===== src/rtl/upack_sample_router_if.sv =====
// Stream bundle for upack_sample_router: packed input word channel plus the
// per-channel output beat channel. The router itself uses the slave modport.
interface upack_sample_router_if #(
  parameter int SAMPLE_W = 16
);
  logic                  s_axis_valid;
  logic                  s_axis_ready;
  logic [4*SAMPLE_W-1:0] s_axis_data;
  logic                  m_axis_valid;
  logic                  m_axis_ready;
  logic [SAMPLE_W-1:0]   m_data_0;
  logic [SAMPLE_W-1:0]   m_data_1;
  logic [SAMPLE_W-1:0]   m_data_2;
  logic [SAMPLE_W-1:0]   m_data_3;

  modport master (
    output s_axis_valid, s_axis_data, m_axis_ready,
    input  s_axis_ready, m_axis_valid, m_data_0, m_data_1, m_data_2, m_data_3
  );

  modport slave (
    input  s_axis_valid, s_axis_data, m_axis_ready,
    output s_axis_ready, m_axis_valid, m_data_0, m_data_1, m_data_2, m_data_3
  );
endinterface


===== src/rtl/upack_sample_router.sv =====
// upack_sample_router: unpacks 4-sample words into beats carrying one sample
// per enabled channel. An 8-slot shift buffer holds samples, oldest in slot 0.
// Optional feature: define UPACK_UNDERFLOW_CNT_EN to build the saturating
// starvation counter; otherwise underflow_count is tied to 0.
module upack_sample_router #(
  parameter int SAMPLE_W = 16
) (
  input  logic                  clk,
  input  logic                  reset,
  input  logic [3:0]            enable,
  upack_sample_router_if.slave  bus,
  output logic [15:0]           underflow_count
);

  logic [SAMPLE_W-1:0] r_buf [8];
  logic [3:0]          r_count;
  logic [3:0]          r_enable;

  logic [SAMPLE_W-1:0] w_buf_nxt [8];
  logic [SAMPLE_W-1:0] w_in [4];
  logic [3:0]          w_n;
  logic [3:0]          w_pop_n;
  logic [3:0]          w_base;
  logic [3:0]          w_count_nxt;
  logic                w_pop;
  logic                w_push;
  logic                w_en_chg;
  logic [2:0]          w_rank1;
  logic [2:0]          w_rank2;
  logic [2:0]          w_rank3;

  // N comes from the registered mask so the output side never sees the raw input
  assign w_n = {3'b000, r_enable[0]} + {3'b000, r_enable[1]} +
               {3'b000, r_enable[2]} + {3'b000, r_enable[3]};

  assign bus.s_axis_ready = (r_count <= 4'd4);
  assign bus.m_axis_valid = (w_n != 4'd0) && (r_count >= w_n);

  assign w_en_chg    = (enable != r_enable);
  assign w_pop       = bus.m_axis_valid && bus.m_axis_ready;
  // with no channel enabled the word is accepted but never stored
  assign w_push      = bus.s_axis_valid && bus.s_axis_ready && (w_n != 4'd0);
  assign w_pop_n     = w_pop ? w_n : 4'd0;
  assign w_base      = r_count - w_pop_n;
  assign w_count_nxt = w_base + (w_push ? 4'd4 : 4'd0);

  // split the packed input word into samples, sample 0 in the LSBs
  always_comb begin
    for (int j = 0; j < 4; j++) begin
      w_in[j] = bus.s_axis_data[j*SAMPLE_W +: SAMPLE_W];
    end
  end

  // shift out the popped samples, then append the new word behind what remains
  always_comb begin
    logic [3:0] v_idx;
    logic [3:0] v_src;
    logic [1:0] v_off;
    for (int i = 0; i < 8; i++) begin
      v_idx = 4'(i);
      v_src = v_idx + w_pop_n;
      v_off = v_idx[1:0] - w_base[1:0];
      w_buf_nxt[i] = (v_src < 4'd8) ? r_buf[v_src[2:0]] : '0;
      if (w_push && (v_idx >= w_base) && (v_idx < w_base + 4'd4)) begin
        w_buf_nxt[i] = w_in[v_off];
      end
    end
  end

  // buffer, fill level and mask copy; a mask change flushes and drops that edge's word
  always_ff @(posedge clk or posedge reset) begin
    if (reset) begin
      r_count  <= '0;
      r_enable <= '0;
      for (int i = 0; i < 8; i++) begin
        r_buf[i] <= '0;
      end
    end else if (w_en_chg) begin
      r_count  <= '0;
      r_enable <= enable;
    end else begin
      r_count <= w_count_nxt;
      for (int i = 0; i < 8; i++) begin
        r_buf[i] <= w_buf_nxt[i];
      end
    end
  end

  // each enabled channel reads the slot equal to the number of enabled channels below it
  assign w_rank1 = {2'b00, r_enable[0]};
  assign w_rank2 = w_rank1 + {2'b00, r_enable[1]};
  assign w_rank3 = w_rank2 + {2'b00, r_enable[2]};

  assign bus.m_data_0 = r_enable[0] ? r_buf[0]       : '0;
  assign bus.m_data_1 = r_enable[1] ? r_buf[w_rank1] : '0;
  assign bus.m_data_2 = r_enable[2] ? r_buf[w_rank2] : '0;
  assign bus.m_data_3 = r_enable[3] ? r_buf[w_rank3] : '0;

`ifdef UPACK_UNDERFLOW_CNT_EN
  logic [15:0] r_underflow;

  // count cycles where downstream is ready but no full beat is buffered
  always_ff @(posedge clk or posedge reset) begin
    if (reset) begin
      r_underflow <= '0;
    end else if ((w_n != 4'd0) && bus.m_axis_ready && !bus.m_axis_valid &&
                 (r_underflow != 16'hFFFF)) begin
      r_underflow <= r_underflow + 16'd1;
    end
  end

  assign underflow_count = r_underflow;
`else
  assign underflow_count = 16'd0;
`endif

endmodule

===== src/flat_wrapper.sv =====
// flat-port wrapper written by rule: the top's interface ports become plain ports
module upack_sample_router_flat 
#(
  parameter int SAMPLE_W = 16
)
  (clk, reset, enable, underflow_count, bus_s_axis_valid, bus_s_axis_data, bus_m_axis_ready, bus_s_axis_ready, bus_m_axis_valid, bus_m_data_0, bus_m_data_1, bus_m_data_2, bus_m_data_3);
  upack_sample_router_if #(.SAMPLE_W(SAMPLE_W)) bus_i ();
  input  logic clk;
  input  logic reset;
  input  logic [3:0] enable;
  output logic [15:0] underflow_count;
  input wire logic [$bits(bus_i.s_axis_valid)-1:0] bus_s_axis_valid;
  input wire logic [$bits(bus_i.s_axis_data)-1:0] bus_s_axis_data;
  input wire logic [$bits(bus_i.m_axis_ready)-1:0] bus_m_axis_ready;
  output wire logic [$bits(bus_i.s_axis_ready)-1:0] bus_s_axis_ready;
  output wire logic [$bits(bus_i.m_axis_valid)-1:0] bus_m_axis_valid;
  output wire logic [$bits(bus_i.m_data_0)-1:0] bus_m_data_0;
  output wire logic [$bits(bus_i.m_data_1)-1:0] bus_m_data_1;
  output wire logic [$bits(bus_i.m_data_2)-1:0] bus_m_data_2;
  output wire logic [$bits(bus_i.m_data_3)-1:0] bus_m_data_3;
  assign bus_i.s_axis_valid = bus_s_axis_valid;
  assign bus_i.s_axis_data = bus_s_axis_data;
  assign bus_i.m_axis_ready = bus_m_axis_ready;
  assign bus_s_axis_ready = bus_i.s_axis_ready;
  assign bus_m_axis_valid = bus_i.m_axis_valid;
  assign bus_m_data_0 = bus_i.m_data_0;
  assign bus_m_data_1 = bus_i.m_data_1;
  assign bus_m_data_2 = bus_i.m_data_2;
  assign bus_m_data_3 = bus_i.m_data_3;
  upack_sample_router #(.SAMPLE_W(SAMPLE_W)) u_core (.clk(clk), .reset(reset), .enable(enable), .bus(bus_i), .underflow_count(underflow_count));
endmodule

===== config.mk =====
export PLATFORM = sky130hd
export DESIGN_NAME = upack_sample_router_flat
export DESIGN_NICKNAME = d
export VERILOG_FILES = /design/src/rtl/upack_sample_router_if.sv /design/src/rtl/upack_sample_router.sv /design/src/flat_wrapper.sv
export SDC_FILE = /design/constraint.sdc
export NUM_CORES = 1
export LEC_CHECK = 0
export CAP_MARGIN = 30
export CORE_MARGIN = 4
export CORE_UTILIZATION = 40
export CTS_CLUSTER_DIAMETER = 150
export DETAILED_ROUTE_END_ITERATION = 6
export PLACE_DENSITY_LB_ADDON = 0.1
export SLEW_MARGIN = 20
export SYNTH_ARGS = -nofsm -noshare
export SYNTH_HDL_FRONTEND = slang
export SYNTH_SLANG_ARGS = --single-unit

===== constraint.sdc =====
create_clock -name clk -period 7.2 [get_ports clk]
set_input_delay 1.8 -clock clk [delete_from_list [all_inputs] [get_ports clk]]
set_output_delay 1.8 -clock clk [all_outputs]
set_load 0.01 [all_outputs]

==> Word level (Yosys, flattened, before mapping) <==
Cells that the tools add are included.
{ "word_totals": {"wordCells": 175, "reg_bits": 136, "in_bits": 72} }
{ "op_classes": {"mux": 68, "eq_ne": 1, "bitwise": 15, "n_reduce_logical": 21, "addsub": 19, "n_lt_le_gt_ge": 41} }
{ "op_table": {"columns": ["cell", "count"], "rows": [
  ["16-bit 2-to-1 mux", 50],
  ["16-bit binary-select mux with 3-bit select", 11],
  ["16-bit binary-select mux with 2-bit select", 4],
  ["4-bit greater-or-equal comparator, second input constant", 11],
  ["3-bit NOT with 4-bit output", 10],
  ["4-bit < comparator, second input constant", 8],
  ["1-bit logical AND", 20],
  ["3-bit by 4-bit adder with 4-bit output, first input constant", 4],
  ["3-bit by 4-bit greater-or-equal comparator with 1-bit output, first input constant", 4],
  ["3-bit by 4-bit < comparator with 1-bit output, first input constant", 4],
  ["3-bit greater-or-equal comparator, second input constant", 4],
  ["2-bit NOT with 3-bit output", 4],
  ["2-bit by 4-bit adder with 4-bit output, first input constant", 2],
  ["4-bit by 1-bit adder with 4-bit output", 2],
  ["1-bit by 4-bit greater-or-equal comparator with 1-bit output, first input constant", 2],
  ["2-bit by 4-bit greater-or-equal comparator with 1-bit output, first input constant", 2],
  ["1-bit by 4-bit < comparator with 1-bit output, first input constant", 2],
  ["2-bit by 4-bit < comparator with 1-bit output, first input constant", 2],
  ["4-bit 2-to-1 mux", 2],
  ["1-bit by 1-bit adder with 2-bit output", 2],
  ["1-bit by 4-bit adder with 4-bit output, first input constant", 1],
  ["4-bit by 3-bit adder with 4-bit output, second input constant", 1],
  ["4-bit adder", 1],
  ["4-bit greater-or-equal comparator", 1],
  ["9 further kinds", 11]
]} }

==> Logic depth before layout (Yosys ltp) <==
{ "depth": {"ltp_word": 14, "ltp_mapped": 32, "depth_no_buf": 23} }

==> Worst setup path after synthesis <==
OpenSTA, ideal clock, no wires.
{ "synth_path": {"path_type": "reg2reg", "start": "reg u_core.r_enable[1]", "end": "reg u_core.r_buf[27] in the netlist's numbering", "path_stages_with_launch": 31, "required_time_ns": 7.060, "setup_ns": 0.140, "path_buffers": 11, "synth_period_minus_slack_ns": 7.302, "path_slack_ns": -0.102, "arrival_time_ns": 7.162, "path_cell_list": "dfrtp_1 ha_1 clkbuf_1 buf_1 inv_1 fa_1 inv_1 ha_1 buf_2 inv_1 ha_1 a211oi_1 o21ai_2 and2_4 buf_12 buf_6 buf_6 buf_2 ha_1 fa_1 clkbuf_1 inv_1 ha_1 clkbuf_1 clkbuf_1 buf_1 mux4_2 nand2_1 nor2_1 a21oi_1 o221ai_1"} }
{ "synth_between": {"elab_chain_len": 14} }
{ "synth_rtl": {"columns": ["element", "line", "source"], "rows": [
  ["start: declaration", "upack_sample_router.sv:17", "logic [3:0] r_enable;"],
  ["start signal: assignment", "upack_sample_router.sv:80", "r_enable <= enable;"],
  ["branches (longest 14 deep; another with 4-bit by 1-bit adder with 4-bit output)", null, null],
  ["end signal: indexed assignment", "upack_sample_router.sv:84", "r_buf[i] <= w_buf_nxt[i];"],
  ["end: declaration", "upack_sample_router.sv:15", "logic [SAMPLE_W-1:0] r_buf [8];"]
]} }
Several ways; the timed one is not identified. The select of a mux whose other input is x is not followed.
A chain may end at the register's enable or synchronous reset.

==> Worst setup path in the final report <==
{ "layout_path": {"start": "reg u_core.r_enable[1]", "end": "reg u_core.r_buf[25] in the netlist's numbering"} }
The elaborated chain is that of the path after synthesis.

==> results_dict.tcl <==
set metrics [dict create \
    status "finished, final reports clean" \
    grt_pass1_wl_um 86400 \
    synth_area_leaders "mux4_2 (27%), dfrtp_1 (23%), mux2i_1 (8.1%)" \
    synth_edf_count 0 \
    io_buffers 137 \
    end_kind "flip-flop" \
    gp_congestion 0.866 \
    overflow 0 \
    path_max_fanout 33 \
    hp-start "u_core.r_buf[5]" \
    rsz0062_at_grt "no" \
    fin_total_pwr_mw 6.04 \
    h-tree-depth 4 \
    fmax_mhz 149 \
    synth.most_common_cell "mux4_2" \
    yosys_warnings 0 \
    path_class "flip-flop to flip-flop" \
    place_hpwl_um 39200 \
    drv_slew 0 \
    clk_path_buf_depth 2 \
    synth_flop_cell "dfrtp_1" \
    drt_first_pass_iters 5 \
    avgSynthCellArea_um2 10.5 \
    die_area_mm2 0.0405 \
    start_kind "flip-flop" \
    cts_resized 0 \
    ant_nets 0 \
    io_pins 154 \
    core_area_mm2 0.0367 \
    tritoncts "done" \
    crit_slowest_cell "a2111o_1" \
    fin_skew_ns 0.0112 \
    wirelength_um 56700 \
    root_buffer "clkbuf_16" \
    final_cells 1962 \
    cts.sinks 136 \
    drc_errors 0 \
    cp_data_required_time_ns 7.56 \
    p_leak_nw 6.58 \
    vias 13080 \
    die_x_um 201 \
    layout-drive-gt1-share 0.224 \
    powerDensity_mw_per_mm2 348 \
    whs_endpoint "u_core.r_buf[5]" \
    grt_max_degree 69 \
    drv_cap 0 \
    clock_latency_ns 0.44 \
    setup_violations 0 \
    grt_pass1_vias 12778 \
    synth_top_cell_by_area "mux4_2" \
    peakVddDrop_mv 0.189 \
    slew_headroom 0.357 \
    reg2reg_to "u_core.r_buf[25]" \
    synth_seq_cells 136 \
    r2r-start "u_core.r_enable[1]" \
    via_per_inst 6.67 \
    fin_crit_sh 0.932 \
    drt_iter0_drc 1575 \
    reg2reg_slack_ns 0.49 \
    syn_area_mm2 0.0149 \
    antenna_found_initial 0 \
    ctsHoldBuffers 0 \
    cpMostUsedCell "inv_1" \
    postSynth.asyncResetShare 1.00 \
    hold_viol_final 0 \
    reg2reg_depth 22 \
    rows 70 \
    clkTransAtPathRegs_ns 0.07 \
    netlist-cell-type-count 66 \
    cpPeakStageDelay_ns 0.79 \
    hold_path_class "flip-flop to flip-flop" \
    wl_per_cell_um 28.9 \
    post_cts_buffers 0 \
    cp.arrival_ns 7.07 \
    dp_cells 1925 \
    ys_seq_area_frac 0.228 \
    worstMarginPinSlew_ns 0.965 \
    synth.top_cell.area_share 0.266 \
    nFillCells 3367 \
    syn2layout_area_growth_pct 16.2 \
    period_needed_ns 6.71 \
    start_util 0.407 \
    min_path_cells 2 \
    diodes 0 \
    final_nets 1582 \
    cts_inserted_buffers 17 \
    synth_common_cells "mux4_2 (176), dfrtp_1 (136), mux2i_1 (121)" \
    fin_tns_setup_ns 0 \
    fp.dieH_um 201 \
    crit_chain "buf_4 -> ha_1 -> inv_1 -> fa_2 -> inv_1 -> ha_2 -> inv_1 -> ha_1 -> a211oi_1 -> o21ai_2 -> nand3_1 -> buf_4 -> inv_1 -> fa_2 -> xnor2_1 -> inv_1 -> ha_1 -> a221oi_1 -> a2111o_1 -> nand4b_2 -> nand2b_1 -> nand3_1" \
    grt_usage 0.279 \
    synth_cells 1426 \
]
[sequential cells by signal, indices dropped and copies added, names as in the netlist]
name / count
u_core.r_buf: 128
u_core.r_count: 4
u_core.r_enable: 4
[critical path: cells and delay by family (launching register included)]
| kind | cells | cell delay (ns) |
|---|---|---|
| fa+ha+maj | 6 | 1.84 |
| compound gates | 4 | 1.46 |
| simple gates | 4 | 1.30 |
| buf+inv | 7 | 1.26 |
| xor+xnor | 1 | 0.38 |
| flops | 1 | 0.36 |
[power by group]
group	internal (mW)	leakage, nW	switching [mW]
clock	0.633	0.312	0.379
sequential	1.06	1.76	0.742
combinational	1.75	4.51	1.48
total	3.44	6.58	2.60
[cell type report]
type | instances | area [um2] | area share
tap | 468 | 586 | 0.0338
sequential | 136 | 3400 | 0.196
clock inverter | 12 | 196 | 0.0113
timing repair buffer | 185 | 1860 | 0.107
inverter | 20 | 87.6 | 0.00505
multi-input combinational | 1121 | 10800 | 0.620
clock buffer | 20 | 457 | 0.0263
[placed cells by master (no fill, tap or decap), drive strengths merged, types with 14 or more instances in the layout]
master and count:
a211oi 27, a21oi 62, a221o 33, a2bb2oi 20, and2 88, buf 48
clkbuf 20, clkdlybuf4s50 137, conb 16, dfrtp 136, ha 26, inv 20
mux2 57, mux2i 121, mux4 176, nand2 119, nand2b 18, nand3 14
nor2 87, nor2b 36, nor3 14, o21ai 39, o221ai 35, o22ai 41
[kinds of logic after synthesis]
family,count (synthesis),synth area share
XOR/XNOR,8,0.00470
adder cells (fa/ha/maj),29,0.0258
buffers and inverters,184,0.0599
AO/OA/AOI/OAI,325,0.162
flip-flops,136,0.228
other,1,0.000251
AND/OR/NAND/NOR,389,0.129
multiplexers,354,0.390
[stage by stage]
step / cell area (um2) / setup WS, ns / utilization / hold slack, ns
after floorplan: 15000 / 0.123 / - / 0.518
after global placement: 16500 / 0.856 / 0.450 / 0.559
after detailed placement: 16600 / 0.684 / 0.452 / 0.567
after CTS: 17200 / 0.623 / 0.469 / 0.584
after global routing: 17300 / 0.248 / 0.473 / 0.630
final: 17300 / 0.491 / 0.473 / 0.589
[worst max-delay path by stage]
stage / start / end / cells past startpoint
2_1_floorplan: u_core.r_enable[1] / u_core.r_buf[27] / 30
3_3_place_gp: u_core.r_enable[1] / u_core.r_buf[26] / 22
5_1_grt: u_core.r_enable[1] / u_core.r_buf[17] / 22
3_5_place_dp: u_core.r_enable[1] / u_core.r_buf[25] / 22
6_report: u_core.r_enable[1] / u_core.r_buf[25] / 22
4_1_cts: u_core.r_enable[1] / u_core.r_buf[25] / 22
[per-layer routing]
metal / GRT usage / vias to the layer above / wire length [um]
li1: - / 5639 / -
met1: 0.430 / 6623 / 25600
met2: 0.373 / 744 / 23000
met3: 0.0928 / 74 / 6800
met4: 0.0747 / 0 / 1300
met5: 0 / - / 0
No activity file was read; power rests on OpenSTA's default activity.
==> edit (same flow settings) <==
The option `UPACK_UNDERFLOW_CNT_EN` is turned on by a define.
--- a/src/rtl/upack_sample_router.sv
+++ b/src/rtl/upack_sample_router.sv
@@ -2,6 +2,8 @@
 // per enabled channel. An 8-slot shift buffer holds samples, oldest in slot 0.
 // Optional feature: define UPACK_UNDERFLOW_CNT_EN to build the saturating
 // starvation counter; otherwise underflow_count is tied to 0.
+`define UPACK_UNDERFLOW_CNT_EN
+
 module upack_sample_router #(
   parameter int SAMPLE_W = 16
 ) (
Check against the original RTL: not equivalent (a bounded check fails within 4 cycles, from zero or initial values and one cycle with reset high).
==> edit against the unedited design <==
- area after synthesis is 0.24% lower
- critical path depth rose by 3
- total power is 1.5% higher
- fmax grew 9.8%
- cell area up 0.84%
- sequential cell count increased by 16
- wire length is 4.9% higher
- global-route usage increased by 0.99 points
- clock skew is 3.6 ps higher
- setup slack gained 600 ps
- utilization up 0.40 points
- critical endpoint is now u_core.r_buf[18]$_DFFE_PP0N_
==> edit: results (changes against the unedited design) <==
Placed design
  • Placed inst area: 16800 um^2 (+1.6%)
  • Gpl congestion: 0.919 (+6.2%)
  • Post-place setup slack: 990 ps (+306 ps)
  • I/O Buffers: 153 (+12%)
  • Dpl hpwl: 43.5 mm (+11%)

Timing
  • Final Hold Slack: 495 ps (-93.8 ps)
  • Slew headroom: 29.5% (-6.2 points)
  • Final worst path period share: 84.9% (-8.3 points)

Global routing
  • First-pass GRT wire length: 89.8 mm (+3.9%)
  • Largest net degree at the start of global routing: 162 (+130%)
  • Overall routing resource usage: 28.9% (+0.99 points)
  • Vias in the first global route: 13297 (+4.1%)

Hold path
  • Cells on Worst Hold Path: 1 (-1)
  • WHS Endpoint: u_core.underflow_count[7]$_DFFE_PP0P_
  • Hold Crit Start: u_core.underflow_count[7]$_DFFE_PP0P_

Routing
  • Vias: 14065 (+7.5%)
  • Iter 0 DRT Violations: 1973 (+25%)
  • Final WL: 59.5 mm (+4.9%)

Critical path
  • R2R Setup Slk: 1090 ps (+600 ps)
  • Critical-path top delay cell: nor2_1
  • R2R Path End: u_core.r_buf[18]$_DFFE_PP0N_
  • Data arrival, critical path: 6490 ps (-580 ps)
  • Crit path from: u_core.r_enable[1]$_DFFE_PP0P_
  • Crit-path max cell delay: 520 ps (-270 ps)

Power and ir drop
  • Static Leak: 6.76 nW (+2.8%)
  • Clock Power Share: 15.7% (-1.1 points)
  • Pint: 3.28 mW (-4.5%)

Final layout
  • Fill cell count: 3424 (+1.7%)
  • Fraction of layout cells with a size suffix above 1: 16.4% (-5.9 points)
  • Final cell count without fillers: 2148 (+9.5%)
  • NumNets Final: 1768 (+12%)
  • Multi-input gate area: 10500 um^2 (-2.8%)

Synth
  • Top cells by count, synth: 239 x nand2_1, 152 x dfrtp_1, 151 x nor2_1
  • Sequential cell area fraction in the yosys report: 25.6% (+2.7 points)
  • Synth top area cells: dfrtp_1 26%, mux4_2 22%, mux2i_1 7.5%
  • Syn avg cell area: 9.35 um^2 (-11%)

Outcome
  • Status: finished clean
-- edit: cell count changes after synthesis, moves of 32 or more --
cell,delta
a21oi_1,+32
a22oi_1,+62
a31oi_1,+32
and2_1,-41
mux4_2,-32
nand2_1,+120
nor2_1,+64
-- edit: layout make-up --
| cell class | count | area share (%) |
|---|---|---|
| multi-input cells | 1267 | 59.8 |
| flip-flops and latches | 152 | 21.7 |
| repair buffers | 198 | 11.0 |
| well taps | 468 | 3.35 |
| clock buffers | 21 | 2.63 |
| clock inverters | 11 | 0.844 |
| inverters | 31 | 0.701 |
-- edit: cells by family after synthesis --
family	synth area share (%)
XOR/XNOR	1.47
multiplexers	32.0
AND/OR/NAND/NOR	16.0
adder cells (fa/ha/maj)	2.59
flip-flops	25.6
buffers and inverters	4.71
AO/OA/AOI/OAI	17.7
-- edit: per-layer routing --
layer	GRT usage (%)	part of all wire, %
met1	46.0	46
met5	0	0
met3	13.6	16
met4	4.74	0.82
met2	35.2	37
